==> src/rtl/bus_initiator_ctrl.sv <==
// Initiator-side sequencer: shifts one request onto the serial bus LSB-first,
// waits for the target acknowledge and collects the returned read byte.
module bus_initiator_ctrl #(
    parameter int ADDR_WIDTH = 16,
    parameter int DATA_WIDTH = 8,
    parameter int TIMEOUT    = 255
) (
    input  logic                  clk,
    input  logic                  rst_n,
    input  logic                  req_valid,
    output logic                  req_ready,
    input  logic                  req_rw,
    input  logic [ADDR_WIDTH-1:0] req_addr,
    input  logic [DATA_WIDTH-1:0] req_wdata,
    output logic                  rsp_valid,
    output logic                  rsp_timeout,
    output logic [DATA_WIDTH-1:0] rsp_rdata,
    output logic                  bus_rw,
    output logic                  bus_data_out,
    output logic                  bus_data_out_valid,
    output logic                  bus_mode,
    input  logic                  bus_target_ready,
    input  logic                  bus_target_ack,
    input  logic                  bus_data_in,
    input  logic                  bus_data_in_valid
);

    localparam int MAXW = (ADDR_WIDTH > DATA_WIDTH) ? ADDR_WIDTH : DATA_WIDTH;
    localparam int SHW  = $clog2(MAXW + 1);
    localparam int BCW  = $clog2(DATA_WIDTH + 1);
    localparam int WCW  = $clog2(TIMEOUT + 1);

    typedef enum logic [2:0] {
        IDLE, SETUP, ADDR, GAP_A, DATA, GAP_D, WAIT, RESP
    } state_t;

    state_t                state_q, state_d;
    logic                  rw_q, rw_d;
    logic [ADDR_WIDTH-1:0] addr_q, addr_d;
    logic [DATA_WIDTH-1:0] wdata_q, wdata_d;
    logic [DATA_WIDTH-1:0] rdata_q, rdata_d;
    logic [SHW-1:0]        shift_cnt_q, shift_cnt_d;
    logic [BCW-1:0]        bit_cnt_q, bit_cnt_d;
    logic [WCW-1:0]        wait_cnt_q, wait_cnt_d;
    logic                  ack_seen_q, ack_seen_d;
    logic                  req_ready_q, req_ready_d;
    logic                  rsp_valid_q, rsp_valid_d;
    logic                  rsp_timeout_q, rsp_timeout_d;
    logic [DATA_WIDTH-1:0] rsp_rdata_q, rsp_rdata_d;
    logic                  ack_now;
    logic                  done;

    always_comb begin
        state_d       = state_q;
        rw_d          = rw_q;
        addr_d        = addr_q;
        wdata_d       = wdata_q;
        rdata_d       = rdata_q;
        shift_cnt_d   = shift_cnt_q;
        bit_cnt_d     = bit_cnt_q;
        wait_cnt_d    = wait_cnt_q;
        ack_seen_d    = ack_seen_q;
        rsp_valid_d   = 1'b0;
        rsp_timeout_d = 1'b0;
        rsp_rdata_d   = rsp_rdata_q;
        ack_now       = ack_seen_q || bus_target_ack;
        done          = 1'b0;

        case (state_q)
            IDLE: begin
                if (req_valid && req_ready_q) begin
                    rw_d        = req_rw;
                    addr_d      = req_addr;
                    wdata_d     = req_wdata;
                    rdata_d     = '0;
                    shift_cnt_d = '0;
                    bit_cnt_d   = '0;
                    wait_cnt_d  = '0;
                    ack_seen_d  = 1'b0;
                    state_d     = SETUP;
                end
            end
            SETUP: begin
                if (bus_target_ready) begin
                    shift_cnt_d = '0;
                    state_d     = ADDR;
                end else if (wait_cnt_q == WCW'(TIMEOUT - 1)) begin
                    state_d       = RESP;
                    rsp_valid_d   = 1'b1;
                    rsp_timeout_d = 1'b1;
                    rsp_rdata_d   = '0;
                end else begin
                    wait_cnt_d = wait_cnt_q + 1'b1;
                end
            end
            ADDR: begin
                addr_d = addr_q >> 1;
                if (shift_cnt_q == SHW'(ADDR_WIDTH - 1)) begin
                    shift_cnt_d = '0;
                    state_d     = GAP_A;
                end else begin
                    shift_cnt_d = shift_cnt_q + 1'b1;
                end
            end
            GAP_A: begin
                wait_cnt_d = '0;
                state_d    = rw_q ? DATA : WAIT;
            end
            DATA: begin
                wdata_d = wdata_q >> 1;
                if (shift_cnt_q == SHW'(DATA_WIDTH - 1)) begin
                    shift_cnt_d = '0;
                    state_d     = GAP_D;
                end else begin
                    shift_cnt_d = shift_cnt_q + 1'b1;
                end
            end
            GAP_D: begin
                wait_cnt_d = '0;
                state_d    = WAIT;
            end
            WAIT: begin
                // Read bits land at the current count; anything past a full byte is dropped.
                if (!rw_q && bus_data_in_valid && bit_cnt_q != BCW'(DATA_WIDTH)) begin
                    for (int i = 0; i < DATA_WIDTH; i++) begin
                        if (bit_cnt_q == BCW'(i)) begin
                            rdata_d[i] = bus_data_in;
                        end
                    end
                    bit_cnt_d = bit_cnt_q + 1'b1;
                end
                done = rw_q ? ack_now : (ack_now && bit_cnt_d == BCW'(DATA_WIDTH));
                if (done) begin
                    state_d       = RESP;
                    rsp_valid_d   = 1'b1;
                    rsp_timeout_d = 1'b0;
                    rsp_rdata_d   = rw_q ? '0 : rdata_d;
                end else if (wait_cnt_q == WCW'(TIMEOUT - 1)) begin
                    state_d       = RESP;
                    rsp_valid_d   = 1'b1;
                    rsp_timeout_d = 1'b1;
                    rsp_rdata_d   = '0;
                end else begin
                    wait_cnt_d = wait_cnt_q + 1'b1;
                end
            end
            RESP: begin
                state_d = IDLE;
            end
            default: begin
                state_d = IDLE;
            end
        endcase

        if ((state_q == ADDR || state_q == GAP_A || state_q == DATA ||
             state_q == GAP_D || state_q == WAIT) && bus_target_ack) begin
            ack_seen_d = 1'b1;
        end

        req_ready_d = (state_d == IDLE);
    end

    always_ff @(posedge clk or negedge rst_n) begin
        if (!rst_n) begin
            state_q       <= IDLE;
            rw_q          <= 1'b0;
            addr_q        <= '0;
            wdata_q       <= '0;
            rdata_q       <= '0;
            shift_cnt_q   <= '0;
            bit_cnt_q     <= '0;
            wait_cnt_q    <= '0;
            ack_seen_q    <= 1'b0;
            req_ready_q   <= 1'b0;
            rsp_valid_q   <= 1'b0;
            rsp_timeout_q <= 1'b0;
            rsp_rdata_q   <= '0;
        end else begin
            state_q       <= state_d;
            rw_q          <= rw_d;
            addr_q        <= addr_d;
            wdata_q       <= wdata_d;
            rdata_q       <= rdata_d;
            shift_cnt_q   <= shift_cnt_d;
            bit_cnt_q     <= bit_cnt_d;
            wait_cnt_q    <= wait_cnt_d;
            ack_seen_q    <= ack_seen_d;
            req_ready_q   <= req_ready_d;
            rsp_valid_q   <= rsp_valid_d;
            rsp_timeout_q <= rsp_timeout_d;
            rsp_rdata_q   <= rsp_rdata_d;
        end
    end

    // Bus lines decode straight from the registered state so reset clears them at once.
    assign req_ready          = req_ready_q;
    assign rsp_valid          = rsp_valid_q;
    assign rsp_timeout        = rsp_timeout_q;
    assign rsp_rdata          = rsp_rdata_q;
    assign bus_rw             = (state_q != IDLE) && rw_q;
    assign bus_data_out_valid = (state_q == ADDR) || (state_q == DATA);
    assign bus_mode           = (state_q == DATA);
    assign bus_data_out       = ((state_q == ADDR) && addr_q[0]) ||
                                ((state_q == DATA) && wdata_q[0]);

endmodule

==> config.mk <==
export PLATFORM = sky130hd
export DESIGN_NAME = bus_initiator_ctrl
export DESIGN_NICKNAME = d
export VERILOG_FILES = /design/src/rtl/bus_initiator_ctrl.sv
export SDC_FILE = /design/constraint.sdc
export NUM_CORES = 1
export LEC_CHECK = 0
export CELL_PAD_IN_SITES_DETAIL_PLACEMENT = 0
export CELL_PAD_IN_SITES_GLOBAL_PLACEMENT = 1
export CORE_MARGIN = 2
export CORE_UTILIZATION = 39
export CTS_CLUSTER_DIAMETER = 80
export DETAILED_ROUTE_END_ITERATION = 8
export MAX_ROUTING_LAYER = met4
export PLACE_DENSITY_LB_ADDON = 0.12
export SYNTH_ARGS = -nofsm -noshare
export SYNTH_HDL_FRONTEND = slang
export SYNTH_SLANG_ARGS = --single-unit
==> constraint.sdc <==
create_clock -name clk -period 2.05 [get_ports clk]
set_input_delay 0.41 -clock clk [delete_from_list [all_inputs] [get_ports clk]]
set_output_delay 0.41 -clock clk [all_outputs]
set_load 0.03 [all_outputs]
==> impl_metrics.ini, run 1 <==
[sta]
slew_headroom_pct = 68.9
setup_tns_ns = -0.0123
min_period_over_period_pct = 100
tightestPinTransition_ns = 0.462
fin_ws_ns = -0.00920
rsz0062_at_grt = true
fin_skew_ns = 0.00964
finalSetupViolCount = 2
period_minus_slack_ns = 2.06
holdWs_ns = 0.0805
clock.fmax_ghz = 0.486
hold_viol_final = 0
slew_viol_final = 0

[floorplan]
num_rows = 36
die_w_um = 103
initial_core_util_pct = 39.6
io_pins = 47
core_area_sq_um = 9640
dieHeight_um = 103
dieArea_sq_um = 10600

[routing]
drc = 0
vias_per_cell = 5.26
wl_per_cell_um = 15.1
num_vias = 3313
drt_iter0_markers = 159
totalWireLength_um = 9500
ant_nets = 0
first_pass_iters = 4

[global_routing]
grt_overflow = 0
antenna_found_initial = 0
grt_pass1_vias = 3259
met1_usage_pct = 26.6
grtUsageMet2_pct = 31.0
grt_usage_pct = 19.6
gr-max-usage-layer = met2
use_met3_pct = 3.46
grt_pass1_wl_um = 15900
grt_max_degree = 66

[cells_and_area]
layout-drive-gt1-share_pct = 26.8
nNetsFinal = 536
layout_commonest_cell = buf_4
final_cell_mix = buf_4, dfrtp_1, nand2_1
diodes = 0
postLayoutCoreUtil_pct = 53.4
synthToLayoutAreaGrowth_pct = 34.8
fillers = 942
instances_no_fill = 630

[run]
drv_cap = 0

[pwr]
total_leakage_power_nw = 2.27
powerDensity_nw_per_um2 = 1400
ir_drop_v = 0.000784

[clock_tree]
clkTransAtPathRegs_ns = 0.08
clockBufferDepth = 2
ctsRootBufferMaster = clkbuf_8
cts_made_buffers = 9
ctsHoldBuffers = 0
cts_num_sinks = 65
insertion_delay_ns = 0.35
cts_tree = yes
clock_tree.htree_level_count = 3

[placement]
place.gp.congestion = 0.852
pre_cts_slack_ns = -0.286
hpwl_um = 6530
place_inst = 599
place.port_buffers = 46

[logic_synthesis]
synth_top_area_share_pct = 42.6
yosysTopAreaCell = dfrtp_1
syn_nets = 435
yosysWarnings = 0
synth_area_sq_um = 3820
ys_types = 68
ys_ff_latch = 65
synth.avg_cell_area_sq_um = 9.77
synthTopCellsByArea = dfrtp_1, a22oi_1, nand2_1, mux2i_1, o21ai_0
syn_inst = 391
yosys_most_used_dff = dfrtp_1
synth-edff-count = 0
async_flop_share_pct = 100
yosysSeqAreaShare_pct = 42.6

[status]
status = complete, but fails checks
violations = setup timing

[critical_path]
cp.arrival_ns = 2.32
reg2reg_to = rsp_rdata[2]$_DFFE_PN0P_
cp_max_fo = 8
cp-start-kind = flip-flop
required_ns = 2.31
crit_path_end_kind = flip-flop
worstSetupPathType = flip-flop to flip-flop
rrSetupSlack_ns = -0.009
reg2reg_depth = 8
r2r-start = bit_cnt_q[0]$_DFFE_PN0P_

[min_path]
min_path_type = input port to asynchronous set/reset pin
==> area by class of cell <==
type                       instances  area, sq um  share of cell area (%)
clock inverter                     6         67.6                    1.31
clock buffer                      10          138                    2.67
timing repair buffer             113          990                    19.2
tap                              133          166                    3.23
sequential                        65         1630                    31.7
multi-input combinational        293         2120                    41.2
inverter                          10         37.5                   0.729
==> metrics by stage <==
stage / instance area (sq um) / total power [mW]
4_1_cts: 5050 / 7.09
2_1_floorplan: 3820 / 4.36
5_1_grt: 5150 / 7.76
6_report: 5150 / 7.18
3_3_place_gp: 4720 / 5.63
3_5_place_dp: 4720 / 5.67
==> critical path, cell delays in order, from the launching register on <==
cell	delay [ns]
dfrtp_2	0.42
inv_2	0.08
ha_4	0.19
or2b_1	0.25
nor4_4	0.34
o22ai_4	0.15
a21oi_4	0.21
nand3_4	0.17
o21ai_1	0.17
==> synth_stat cells, types with 4 or more instances <==
cell type / instances
nand2_1: 58
and3b_1: 4
buf_6: 4
inv_1: 9
nand3_1: 8
o22ai_1: 7
nor3b_1: 4
mux2i_1: 19
o21ai_0: 38
a21oi_1: 9
nand2b_1: 4
a22o_1: 4
a22oi_1: 30
dfrtp_1: 65
ha_1: 12
o21ai_1: 13
nor2_1: 16
clkbuf_1: 12
nor3_1: 6
==> sequential cells by signal (all words and copies together), names as in the netlist <==
signal       cells
rsp_rdata        8
addr_q          16
rw_q             1
state_q          3
ack_seen_q       1
rsp_timeout      1
shift_cnt_q      5
wdata_q          8
bit_cnt_q        4
req_ready        1
rdata_q          8
wait_cnt_q       8
rsp_valid        1
==> cell families after synthesis <==
| group | count (synthesis) | synth area share, % |
|---|---|---|
| buffers and inverters | 33 | 4.36 |
| muxes | 20 | 5.28 |
| xor gates and xnor gates | 3 | 0.688 |
| adders and majority gates | 12 | 3.93 |
| DFF | 65 | 42.6 |
| and+or+nand+nor | 127 | 18.8 |
| AOI/OAI and AO/OA | 131 | 24.3 |
==> per-layer routing <==
| layer | vias up | part of all wire (%) |
|---|---|---|
| met3 | 14 | 2.2 |
| li1 | 1633 | - |
| met5 | - | 0 |
| met2 | 47 | 48 |
| met1 | 1619 | 49 |
| met4 | 0 | 0.87 |
==> repair_timing <==
item / in CTS / in global routing
resized for setup: 17 / 12
setup endpoints to repair: 14 / 21
setup buffers: 8 / 7
pin swaps: 14 / 5
==> power by group <==
group / internal [mW] / leakage (nW) / switching (mW) / total (mW)
clock network: 0.597 / 0.0985 / 0.549 / 1.15
registers: 1.71 / 0.823 / 0.319 / 2.03
logic: 1.90 / 1.35 / 2.10 / 4.00
==> worst max-delay path by stage <==
stage	endpoint	slack, ns	from
3_5_place_dp	wait_cnt_q[6]$_DFFE_PN0P_	-0.29	bus_data_in_valid
4_1_cts	rsp_rdata[3]$_DFFE_PN0P_	-0.02	bit_cnt_q[0]$_DFFE_PN0P_
2_1_floorplan	req_ready$_DFF_PN0_	0.007	bit_cnt_q[1]$_DFFE_PN0P_
3_3_place_gp	wait_cnt_q[6]$_DFFE_PN0P_	-0.21	bus_data_in_valid
5_1_grt	rsp_rdata[5]$_DFFE_PN0P_	-0.13	bit_cnt_q[1]$_DFFE_PN0P_
6_report	rsp_rdata[2]$_DFFE_PN0P_	-0.009	bit_cnt_q[0]$_DFFE_PN0P_
No activity file was read; power rests on OpenSTA's default activity.
==> run 2, diff against run 1 <==
- CORE_ASPECT_RATIO: default -> 0.75
==> impl_metrics.ini, run 2 (synthesis results as in run 1) <==
[clock_tree]
clockBufferDepth = 2
cts_made_buffers = 9
ctsRootBufferMaster = clkbuf_16
ctsHoldBuffers = 0
clkTransAtPathRegs_ns = 0.06
cts_num_sinks = 65
cts_tree = yes
insertion_delay_ns = 0.33
clock_tree.htree_level_count = 3

[routing]
first_pass_iters = 4
drt_iter0_markers = 274
num_vias = 3236
drc = 0
ant_nets = 0
wl_per_cell_um = 15.3
vias_per_cell = 5.28
totalWireLength_um = 9380

[sta]
fin_ws_ns = -0.0259
fin_skew_ns = 0.00633
finalSetupViolCount = 9
slew_viol_final = 0
period_minus_slack_ns = 2.08
clock.fmax_ghz = 0.482
min_period_over_period_pct = 101
hold_viol_final = 0
setup_tns_ns = -0.143
rsz0062_at_grt = true
slew_headroom_pct = 69.3
tightestPinTransition_ns = 0.456

[pwr]
switching_share_pct = 40.5
seq_power_share_pct = 28.4
power_mw = 7.26
p_int_mw = 4.32
power.switching_mw = 2.94
total_leakage_power_nw = 2.24
powerDensity_nw_per_um2 = 1420
combPwrFrac_pct = 51.4
ir_drop_v = 0.000520
p_clk_share_pct = 20.2

[critical_path]
required_ns = 2.31
cp.arrival_ns = 2.34
crit_path_end_kind = flip-flop
reg2reg_to = rsp_rdata[4]$_DFFE_PN0P_
r2r-start = bit_cnt_q[0]$_DFFE_PN0P_
worstSetupPathType = flip-flop to flip-flop
reg2reg_depth = 8
cp_max_fo = 8
rrSetupSlack_ns = -0.03
cp-start-kind = flip-flop

[cells_and_area]
largest-register = addr_q
diodes = 0
nNetsFinal = 520
instances_no_fill = 613
final_area_sq_um = 5100
largest_reg_flops = 16
layout_commonest_cell = dfrtp_1
layout-drive-gt1-share_pct = 23.5
synthToLayoutAreaGrowth_pct = 33.5
final_cell_mix = dfrtp_1, nand2_1, buf_4

[placement]
place_inst = 591
pre_cts_slack_ns = -0.341
place.port_buffers = 46
place_area_sq_um = 4670
hpwl_um = 6550
place.gp.congestion = 0.847

[run]
drv_cap = 0

[floorplan]
core_area_sq_um = 9580
num_rows = 31
die_w_um = 118
io_pins = 47
initial_core_util_pct = 39.9
dieArea_sq_um = 10600
dieHeight_um = 89.7

[global_routing]
grt_usage_pct = 19.5
grt_overflow = 0
grt_max_degree = 66
grt_pass1_wl_um = 15800
grt_pass1_vias = 3109
antenna_found_initial = 0

[status]
status = complete, but fails checks
violations = setup timing

[min_path]
min_path_type = input port to asynchronous set/reset pin
-- run 2: what timing repair did --
action                     CTS  global route
resized for setup           14            10
hold endpoints to repair     0             0
pin swaps                   18             3
setup endpoints to repair   19            22
buffers inserted             4             2
-- run 2: worst max-delay path, stage by stage (launching register included) --
cell and delay (ns):
dfrtp_2 0.41, inv_2 0.08, ha_4 0.20, or2b_1 0.25, nor4_4 0.37, o22ai_4 0.17, a21oi_4 0.21, nand3_4 0.15
o21ai_1 0.16
-- run 2: routing by layer --
metal	global-route usage [%]	up-vias	part of all wire (%)
met5	-	-	0
met4	4.93	0	0.91
met3	4.99	9	4.0
met2	28.5	57	43
met1	27.1	1565	52
li1	-	1605	-
-- run 2: power groups by stage --
| stage | Clock (mW) | Combinational, mW | Sequential, mW |
|---|---|---|---|
| floorplan | 0 | 2.20 | 2.16 |
| global placement | 0 | 3.48 | 2.06 |
| detailed placement | 0 | 3.51 | 2.07 |
| CTS | 1.50 | 3.69 | 2.05 |
| global route | 1.58 | 4.14 | 2.13 |
| finish | 1.47 | 3.73 | 2.06 |
-- run 2: worst max-delay path by stage --
| stage | start | end | slack [ns] | cells after the start |
|---|---|---|---|---|
| global placement | bus_data_in_valid | wait_cnt_q[5]$_DFFE_PN0P_ | -0.27 | 7 |
| CTS | bit_cnt_q[0]$_DFFE_PN0P_ | rsp_rdata[4]$_DFFE_PN0P_ | -0.03 | 8 |
| detailed placement | bus_data_in_valid | wait_cnt_q[5]$_DFFE_PN0P_ | -0.34 | 7 |
| global route | bit_cnt_q[0]$_DFFE_PN0P_ | rsp_rdata[0]$_DFFE_PN0P_ | -0.16 | 8 |
| floorplan | bit_cnt_q[1]$_DFFE_PN0P_ | req_ready$_DFF_PN0_ | 0.007 | 8 |
| finish | bit_cnt_q[0]$_DFFE_PN0P_ | rsp_rdata[4]$_DFFE_PN0P_ | -0.03 | 8 |
-- run 2: through the flow --
stage	util (%)	hold WS (ns)
2_1_floorplan	-	0.114
5_1_grt	53.2	0.117
3_5_place_dp	48.7	0.464
4_1_cts	52.7	0.109
3_3_place_gp	48.7	0.461
6_report	53.2	0.0867
-- run 2: final cells by class --
type | instances | area [sq um]
Fill cell | 920 | 4480
Multi-Input combinational cell | 293 | 2120
Sequential cell | 65 | 1630
Timing Repair Buffer | 97 | 862
Clock buffer | 12 | 256
Tap cell | 132 | 165
Inverter | 10 | 37.5
Clock inverter | 4 | 28.8
==> run 3, diff against run 2 <==
- CTS_CLUSTER_DIAMETER: 80 -> 150
==> results of run 3 <==
The final DEF is identical to that of run 2; final timing and power are the same.
